==> src/rtl/oam_dma_ctrl.sv <==
// OAM DMA controller and CPU/memory arbiter: owns the DMA source register and copies DMA_LEN bytes into OAM.
// Optional feature macro OAM_DMA_RESTART_EN: a source write during a running transfer restarts it.

module oam_dma_ctrl #(
  parameter logic [15:0] DMA_ADDR = 16'hFF46,
  parameter int unsigned DMA_LEN  = 160
) (
  input  logic        i_clk,
  input  logic        i_rst,
  input  logic [15:0] i_cpu_rd_addr,
  input  logic        i_cpu_wr_en,
  input  logic [15:0] i_cpu_wr_addr,
  input  logic [7:0]  i_cpu_wr_data,
  output logic [7:0]  o_cpu_rd_data,
  output logic [15:0] o_mem_rd_addr,
  output logic        o_mem_wr_en,
  output logic [15:0] o_mem_wr_addr,
  output logic [7:0]  o_mem_wr_data,
  input  logic [7:0]  i_mem_rd_data,
  output logic        o_dma_active
);

  localparam int unsigned IDX_W = 8;
  localparam int unsigned PH_W  = 2;
  localparam int unsigned DLY_W = 2;

  localparam logic [IDX_W-1:0] LAST_IDX  = IDX_W'(DMA_LEN - 1);
  localparam logic [DLY_W-1:0] LAST_DLY  = DLY_W'(3);
  localparam logic [PH_W-1:0]  PH_READ   = PH_W'(0);
  localparam logic [PH_W-1:0]  PH_WRITE  = PH_W'(1);
  localparam logic [PH_W-1:0]  PH_LAST   = PH_W'(3);
  localparam logic [15:0]      HRAM_LO   = 16'hFF80;
  localparam logic [15:0]      HRAM_HI   = 16'hFFFE;
  localparam logic [7:0]       OAM_PAGE  = 8'hFE;
  localparam logic [7:0]       ECHO_BASE = 8'hE0;
  localparam logic [7:0]       ECHO_OFS  = 8'h20;
  localparam logic [7:0]       OPEN_BUS  = 8'hFF;

  typedef enum logic [1:0] {
    ST_IDLE  = 2'd0,
    ST_DELAY = 2'd1,
    ST_XFER  = 2'd2
  } state_t;

  state_t             state, state_nx;
  logic [DLY_W-1:0]   dly_cnt, dly_cnt_nx;
  logic [PH_W-1:0]    phase, phase_nx;
  logic [IDX_W-1:0]   index, index_nx;
  logic [7:0]         src;
  logic [7:0]         src_lat, src_lat_nx;
  logic               dma_active;
  logic               sel_src;
  logic               sel_ff;

  logic               reg_wr;
  logic               reg_rd;
  logic               rd_hram;
  logic               wr_hram;
  logic               busy;
  logic               xfer_rd;
  logic               xfer_wr;

  // Echo RAM pages 0xE0-0xFF alias 0xC0-0xDF.
  function automatic logic [7:0] echo_map(input logic [7:0] page);
    echo_map = (page >= ECHO_BASE) ? page - ECHO_OFS : page;
  endfunction

  always_comb begin
    reg_wr  = i_cpu_wr_en && (i_cpu_wr_addr == DMA_ADDR);
    reg_rd  = (i_cpu_rd_addr == DMA_ADDR);
    rd_hram = (i_cpu_rd_addr >= HRAM_LO) && (i_cpu_rd_addr <= HRAM_HI);
    wr_hram = (i_cpu_wr_addr >= HRAM_LO) && (i_cpu_wr_addr <= HRAM_HI);
    busy    = (state != ST_IDLE);
    xfer_rd = (state == ST_XFER) && (phase == PH_READ);
    xfer_wr = (state == ST_XFER) && (phase == PH_WRITE);
  end

  // State register and per-transfer counters.
  always_ff @(posedge i_clk or negedge i_rst) begin
    if (!i_rst) begin
      state   <= ST_IDLE;
      dly_cnt <= '0;
      phase   <= '0;
      index   <= '0;
      src_lat <= 8'hFF;
    end else begin
      state   <= state_nx;
      dly_cnt <= dly_cnt_nx;
      phase   <= phase_nx;
      index   <= index_nx;
      src_lat <= src_lat_nx;
    end
  end

  // Source register, active flag and read-return select.
  always_ff @(posedge i_clk or negedge i_rst) begin
    if (!i_rst) begin
      src        <= 8'hFF;
      dma_active <= 1'b0;
      sel_src    <= 1'b0;
      sel_ff     <= 1'b0;
    end else begin
      if (reg_wr) begin
        src <= i_cpu_wr_data;
      end
      dma_active <= (state_nx != ST_IDLE);
      sel_src    <= reg_rd;
      sel_ff     <= busy && (!rd_hram || xfer_rd);
    end
  end

  // Next-state logic: IDLE -> DELAY(4) -> XFER(4 cycles per byte) -> IDLE.
  always_comb begin
    state_nx   = state;
    dly_cnt_nx = dly_cnt;
    phase_nx   = phase;
    index_nx   = index;
    src_lat_nx = src_lat;

    case (state)
      ST_IDLE: begin
        if (reg_wr) begin
          state_nx   = ST_DELAY;
          dly_cnt_nx = '0;
          src_lat_nx = echo_map(i_cpu_wr_data);
        end
      end
      ST_DELAY: begin
        if (dly_cnt == LAST_DLY) begin
          state_nx   = ST_XFER;
          dly_cnt_nx = '0;
          phase_nx   = '0;
          index_nx   = '0;
        end else begin
          dly_cnt_nx = dly_cnt + DLY_W'(1);
        end
      end
      ST_XFER: begin
        phase_nx = phase + PH_W'(1);
        if (phase == PH_LAST) begin
          if (index == LAST_IDX) begin
            state_nx = ST_IDLE;
            index_nx = '0;
          end else begin
            index_nx = index + IDX_W'(1);
          end
        end
      end
      default: begin
        state_nx = ST_IDLE;
      end
    endcase

`ifdef OAM_DMA_RESTART_EN
    if (busy && reg_wr) begin
      state_nx   = ST_DELAY;
      dly_cnt_nx = '0;
      phase_nx   = '0;
      index_nx   = '0;
      src_lat_nx = echo_map(i_cpu_wr_data);
    end
`endif
  end

  // Memory port arbitration; the DMA owns the read port in phase 0 and the write port in phase 1.
  always_comb begin
    o_mem_rd_addr = i_cpu_rd_addr;
    o_mem_wr_en   = i_cpu_wr_en && !reg_wr && (!busy || wr_hram);
    o_mem_wr_addr = i_cpu_wr_addr;
    o_mem_wr_data = i_cpu_wr_data;

    if (xfer_rd) begin
      o_mem_rd_addr = {src_lat, index};
    end
    if (xfer_wr) begin
      o_mem_wr_en   = 1'b1;
      o_mem_wr_addr = {OAM_PAGE, index};
      o_mem_wr_data = i_mem_rd_data;
    end
    if (!i_rst) begin
      o_mem_wr_en = 1'b0;
    end
  end

  always_comb begin
    o_cpu_rd_data = i_mem_rd_data;
    if (sel_src) begin
      o_cpu_rd_data = src;
    end else if (sel_ff) begin
      o_cpu_rd_data = OPEN_BUS;
    end
  end

  assign o_dma_active = dma_active;

endmodule
==> config.mk <==
export PLATFORM = sky130hd
export DESIGN_NAME = oam_dma_ctrl
export DESIGN_NICKNAME = d
export VERILOG_FILES = /design/src/rtl/oam_dma_ctrl.sv
export SDC_FILE = /design/constraint.sdc
export NUM_CORES = 1
export LEC_CHECK = 0
export CAP_MARGIN = 20
export CORE_UTILIZATION = 46
export DETAILED_ROUTE_END_ITERATION = 7
export GPL_TIMING_DRIVEN = 0
export PLACE_DENSITY = 0.95
export SLEW_MARGIN = 10
export SYNTH_ARGS = -nofsm -noshare
export SYNTH_HDL_FRONTEND = slang
export SYNTH_SLANG_ARGS = --single-unit
==> constraint.sdc <==
create_clock -name i_clk -period 6.1 [get_ports i_clk]
set_input_delay 1.22 -clock i_clk [delete_from_list [all_inputs] [get_ports i_clk]]
set_output_delay 1.22 -clock i_clk [all_outputs]
set_load 0.05 [all_outputs]
==> metrics, run 1 <==
Initial Utilization=just under 50%; Total Die Area=5380 um2; Hold-fix buffers, CTS=0; startpoint kind of the worst setup timing path=input pin; fraction of final layout cells sized beyond drive strength 1=21.5%; PortBufs=100; total inserted antenna cells=0; Slew HR=37.3%; fmax=between 150 and 200 MHz; post-synth design cell area=~2300 um2; sequential cell fraction of total power=39.7%; Cells after DPL=412; number of enable flip-flop cells after synthesis=0; Site Rows=25; final non-filler cell area=roughly 3500 um2; synthesized instance count=245; number of clock sinks=33; average wire per standard cell=roughly 18 um; via count of the first global-routing pass=roughly 2400; FF+latch count, synth=33; register clock-pin slew on the reported worst setup and hold paths=0.07 ns; net count reported at finish=roughly 410; Placer Congestion=just under 0.9; Worst EP required=4.88 ns; RSZ-0062 raised after global routing=false; setup skew after layout=around 0.008 ns; final worst path period share=84.2%; clk_lat worst skew=0.30 ns; total negative slack=0 ns; largest driver fanout on the critical path=7; worst voltage drop across the vdd grid=~0.086 mV; crit path kind=input pin to output port; root buffer cell=clkbuf_8; commonest non-fill, non-tap cells in the layout=clkdlybuf4s50_1 (99), mux2_2 (47), nand2_1 (27); time the worst path needs with I/O delays and setup=5.14 ns; area growth from synthesis to layout=49.8%; net count after synthesis=slightly above 300; Sw Ratio=33.7%; all-layer global routing usage=between 20% and 30%; most common cell after layout, fill and taps aside=clkdlybuf4s50_1; outcome=finished clean; power per cell area=between 150 and 200 nW/um2; share of the synthesized area in the top cell type=a little under a quarter; Netlist cell types=38; arrival time at the worst endpoint=3.92 ns; total congestion overflow=0; via density per instance=approximately 5.8; total of warnings raised by yosys=0; PnR Total Power=between 0.0005 and 0.0006 W; ys async rst share=100%; Floorplan Core Area=between 4000 and 5000 um2; Worst Hold Slack=between 0.5 and 0.6 ns; Leak=~1.4 nW; combinational power share=between 30% and 40%; Placed Area=roughly 3400 um2; number of ports placed on the die boundary=approximately 100; setup violators final=0; number of antenna violations at the first check in global routing=0; estimated wirelength of the detail-placed design=approximately 5700 um; prevailing post-synth register cell=dfrtp_1; Detailed Route WL=7530 um; number of iterations in the first detailed-routing pass=4; post-route insts no fill=420; path class of the lowest-slack min-delay path=register to register; global-route wire length before repair=between 10000 and 15000 um; Hold Vio Cnt, Final=0; number of buffers inserted to repair setup after CTS=0; sequential fraction of the synthesis area=between 30% and 40%; final routed DRC violation total=0; Post-Syn Area per Cell=between 9 and 10 um2; Num CTS Buffers=5; total of cells resized after clock tree synthesis=0; slew at the pin with the worst max-slew slack=about 0.93 ns; TritonCTS clock tree=built; Setup crit end kind=output port; clock network fraction of design power=29.3%; Vias=~2400; count of max-cap constraint violations=0; largest buffer count on any clock path=2; library cell with the largest summed area after synthesis=mux2_2; maximum number of pins on one net before global-route repair=35; post-route antenna net violation count=0; switching power of the nets=approximately 0.00019 W; dominant cells by area after synthesis=mux2_2 (23%), dfrtp_1 (18%), dfstp_2 (18%); Die W=73.3 um; pins over their slew limit=0; Initial DRC Count=145; H-tree depth=2; Int Pwr=~0.00037 W; Die Y=roughly 73 um
[kinds of logic (layout without fill, tap and decap cells)]
family	count (synthesis)	in the layout	synth area share, %
AO/OA/AOI/OAI	48	48	12.8
AND/OR/NAND/NOR	87	87	19.9
flip-flops	33	33	36.1
multiplexers	47	47	22.6
adder cells (fa/ha/maj)	10	10	5.34
buffers and inverters	20	128	3.21
[area by class of cell]
| cell class | count | area (um2) |
|---|---|---|
| Multi-Input combinational cell | 192 | 1420 |
| Fill cell | 322 | 1310 |
| Timing Repair Buffer | 100 | 996 |
| Sequential cell | 33 | 846 |
| Tap cell | 67 | 83.8 |
| Clock buffer | 5 | 68.8 |
| Inverter | 11 | 41.3 |
| Buffer | 9 | 33.8 |
| Clock inverter | 3 | 17.5 |
[power groups by stage]
stage           logic, W  clock network (W)  registers, W
3_3_place_gp    0.000171                  0      0.000227
6_report        0.000175           0.000165      0.000224
2_1_floorplan  0.0000963                  0      0.000228
3_5_place_dp    0.000174                  0      0.000228
5_1_grt         0.000184           0.000177      0.000224
4_1_cts         0.000174           0.000168      0.000224
[through the flow]
step / utilization, % / worst slack [ns]
global placement: 71.1 / 0.970
CTS: 72.8 / 0.980
detailed placement: 71.0 / 0.987
finish: 72.8 / 0.961
floorplan: - / 1.50
global route: 72.8 / 0.843
[final timing paths]
check / startpoint / to / slack (ns) / depth (start not counted)
worst min register to register: dly_cnt[1] / dly_cnt[1] / 0.52 / 1
worst max-delay path: i_cpu_wr_addr[8] / o_mem_wr_en / 0.96 / 6
min in group asynchronous: i_rst / sel_src / 0.98 / 1
worst min-delay path: dly_cnt[1] / dly_cnt[1] / 0.52 / 1
max in group asynchronous: i_rst / state[1] / 4.65 / 1
worst max register to register: state[0] / sel_ff / 3.68 / 8
[state kept, by name (all words and copies together) (netlist names)]
name and cells:
src 8, o_dma_active 1, sel_ff 1, dly_cnt 2
phase 2, src_lat 8, index 8, state 2
sel_src 1
[layer usage]
layer / wire [um] / track usage [%] / up-vias
li1: - / - / 1108
met1: 2820 / 30.1 / 1180
met2: 3850 / 53.4 / 137
met3: 691 / 7.27 / 20
met4: 171 / 12.6 / 0
met5: 0 / 0 / -
[critical path: stages]
cell and delay, ns:
clkdlybuf4s50_1 0.49, nand4_1 0.13, nor3_1 0.77, a222oi_1 0.15
a311oi_1 0.30, clkdlybuf4s50_1 0.86
[synthesized netlist by cell type (2+ instances only)]
| cell type | number |
|---|---|
| dfrtp_1 | 17 |
| o2bb2ai_1 | 2 |
| a31oi_1 | 7 |
| nand2b_1 | 10 |
| nand3_1 | 7 |
| inv_1 | 11 |
| nor3_1 | 2 |
| nand4_1 | 8 |
| nor4bb_1 | 2 |
| nand2_1 | 27 |
| o31ai_1 | 3 |
| nor2_1 | 15 |
| ha_1 | 10 |
| a21oi_1 | 12 |
| mux2_2 | 47 |
| nor4_1 | 4 |
| nor2b_1 | 4 |
| clkbuf_1 | 9 |
| o21ai_0 | 14 |
| dfstp_2 | 16 |
Power figures use the tool's default switching activity.
==> run 2, diff against run 1 <==
CORE_UTILIZATION = 43   (was 46)
PLACE_DENSITY = 0.9   (was 0.95)
clock period = 4.9 ns   (was 6.1 ns; I/O delays follow)
==> run 2 against run 1 <==
  * Clock skew shrank 0.00086 ns
  * Highest routed layer unchanged
  * Critical path type unchanged
  * Sequential share of layout area fell by 0.26 points
  * Die area is 6.8% higher
  * Largest cell class unchanged
==> metrics, run 2 (synthesis gave the netlist of run 1 again) <==
worst voltage drop across the vdd grid=0.116 mV (+35%); total congestion overflow=0 (unchanged); register clock-pin slew on the reported worst setup and hold paths=0.06 ns (about the same); RSZ-0062 raised after global routing=false; net count reported at finish=414 (+0.24%); arrival time at the worst endpoint=3.53 ns (-0.39 ns); path class of the lowest-slack min-delay path=register to register; via density per instance=5.50 (-5.5%); setup skew after layout=0.00737 ns (-0.000857 ns); WP buf/inv=3 (+1); slew at the pin with the worst max-slew slack=0.762 ns (-0.172 ns); number of ports placed on the die boundary=101 (unchanged); clk_lat worst skew=0.29 ns (about the same); H-tree depth=2 (unchanged); category of cells accounting for the largest share of critical-path delay=buffers and inverters; Die W=75.8 um (+3.3%); global-route wire length before repair=10200 um (-11%); Floorplan Core Area=5170 um2 (+7.4%); total negative slack=0 ns (unchanged); cell repeated most along the worst path=clkdlybuf4s50_1; via count of the first global-routing pass=2215 (-7.0%); total of cells resized after clock tree synthesis=0 (unchanged); Worst EP required=3.92 ns (-0.96 ns); setup violators final=0 (unchanged); power per cell area=215 nW/um2 (+33%); outcome=finished clean; crit path kind=input pin to output port; Num CTS Buffers=5 (unchanged); PortBufs=100 (unchanged); commonest non-fill, non-tap cells in the layout=clkdlybuf4s50_1 (99), mux2_2 (47), nand2_1 (27); Detailed Route WL=6780 um (-10%); estimated wirelength of the detail-placed design=5250 um (-7.4%); biggest regs=index x8, src x8, src_lat x8; pins over their slew limit=0 (unchanged); ordered cell list for the critical path=clkdlybuf4s50_1 > nand4_1 > nor3_1 > clkbuf_2 > a222oi_1 > a311oi_1 > clkdlybuf4s50_1; Vias=2332 (-4.6%); Hold Vio Cnt, Final=0 (unchanged); time the worst path needs with I/O delays and setup=about 4.5 ns; number of buffers inserted to repair setup after CTS=0 (unchanged); startpoint kind of the worst setup timing path=input pin; post-route antenna net violation count=0 (unchanged); Initial DRC Count=126 (-13%); Worst Hold Slack=0.512 ns (-0.0127 ns); number of clock sinks=33 (unchanged); maximum number of pins on one net before global-route repair=35 (unchanged); final non-filler cell area=3550 um2 (+1.1%); count of max-cap constraint violations=0 (unchanged); total inserted antenna cells=0 (unchanged); root buffer cell=clkbuf_8; Placed Area=3420 um2 (+0.11%); number of antenna violations at the first check in global routing=0 (unchanged); all-layer global routing usage=23.9% (-4.7 points); fraction of final layout cells sized beyond drive strength 1=21.5% (-0.061 points); final routed DRC violation total=0 (unchanged); Leak=1.40 nW (+1.4%); most common cell after layout, fill and taps aside=clkdlybuf4s50_1; Max stage delay on crit path=0.86 ns (about the same); largest driver fanout on the critical path=4 (-3); Slew HR=49.2% (+12 points); area growth from synthesis to layout=51.5%; Total Die Area=5740 um2 (+6.8%); average wire per standard cell=16.0 um (-11%); Placer Congestion=0.894 (+3.2%); Initial Utilization=45.3% (-3.3 points); Site Rows=26 (+4.0%); largest buffer count on any clock path=2 (unchanged); Setup crit end kind=output port; number of iterations in the first detailed-routing pass=4 (unchanged); Crit-path slowest cell=clkdlybuf4s50_1; Hold-fix buffers, CTS=0 (unchanged); fmax=around 220 MHz; TritonCTS clock tree=built; final worst path period share=a little over 90%; Die Y=75.8 um (+3.3%)
## run 2: cell count changes in the layout (fill, tap and decap cells not counted), sizes merged
| cell | previous run | this run |
|---|---|---|
| clkinvlp | 1 | 0 |
| clkbuf | 14 | 17 |
| clkinv | 2 | 0 |
| bufinv | 0 | 1 |
## run 2: worst paths after layout
kind,startpoint,cells past startpoint,slack (ns),to
max in group asynchronous,i_rst,1,3.65,state[1]
min in group asynchronous,i_rst,1,0.76,sel_src
min,dly_cnt[1],1,0.51,dly_cnt[1]
max,i_cpu_wr_addr[8],7,0.39,o_mem_wr_en
max reg2reg,state[1],7,2.57,index[5]
min reg2reg,dly_cnt[1],1,0.51,dly_cnt[1]
## run 2: stage by stage
step | cells | setup slack [ns] | util, % | power, W
2_1_floorplan | 245 | 0.780 | - | 0.000403
3_3_place_gp | 415 | 0.227 | 66.3 | 0.000497
3_5_place_dp | 415 | 0.161 | 66.2 | 0.000499
4_1_cts | 423 | 0.127 | 68.5 | 0.000765
5_1_grt | 424 | 0.239 | 68.6 | 0.000787
6_report | 424 | 0.386 | 68.6 | 0.000761
## run 2: per-layer routing
metal,up-vias,track usage [%],part of all wire (%)
li1,1116,-,-
met1,1117,26.8,39
met2,92,42.6,51
met3,7,6.35,8.3
met4,0,9.88,0.90
met5,-,0,0
## run 2: report_power, final
group | internal [W] | leakage [nW] | switching (W)
clock | 0.000166 | 0.0585 | 0.0000998
combinational | 0.0000919 | 0.955 | 0.000125
sequential | 0.000276 | 0.392 | 0.00000309
total | 0.000533 | 1.40 | 0.000228
## run 2: area by class of cell
type | instances | area (um2)
flip-flops and latches | 33 | 846
clock buffers | 7 | 86.3
clock inverters | 1 | 30.0
multi-input cells | 192 | 1420
plain buffers | 9 | 33.8
fillers | 352 | 1630
well taps | 70 | 87.6
repair buffers | 101 | 1000
inverters | 11 | 41.3
==> run 3, diff against run 2 <==
CTS_CLUSTER_SIZE = 28   (was not set)
==> results of run 3 <==
The final DEF is identical to that of run 2; final timing and power are the same.
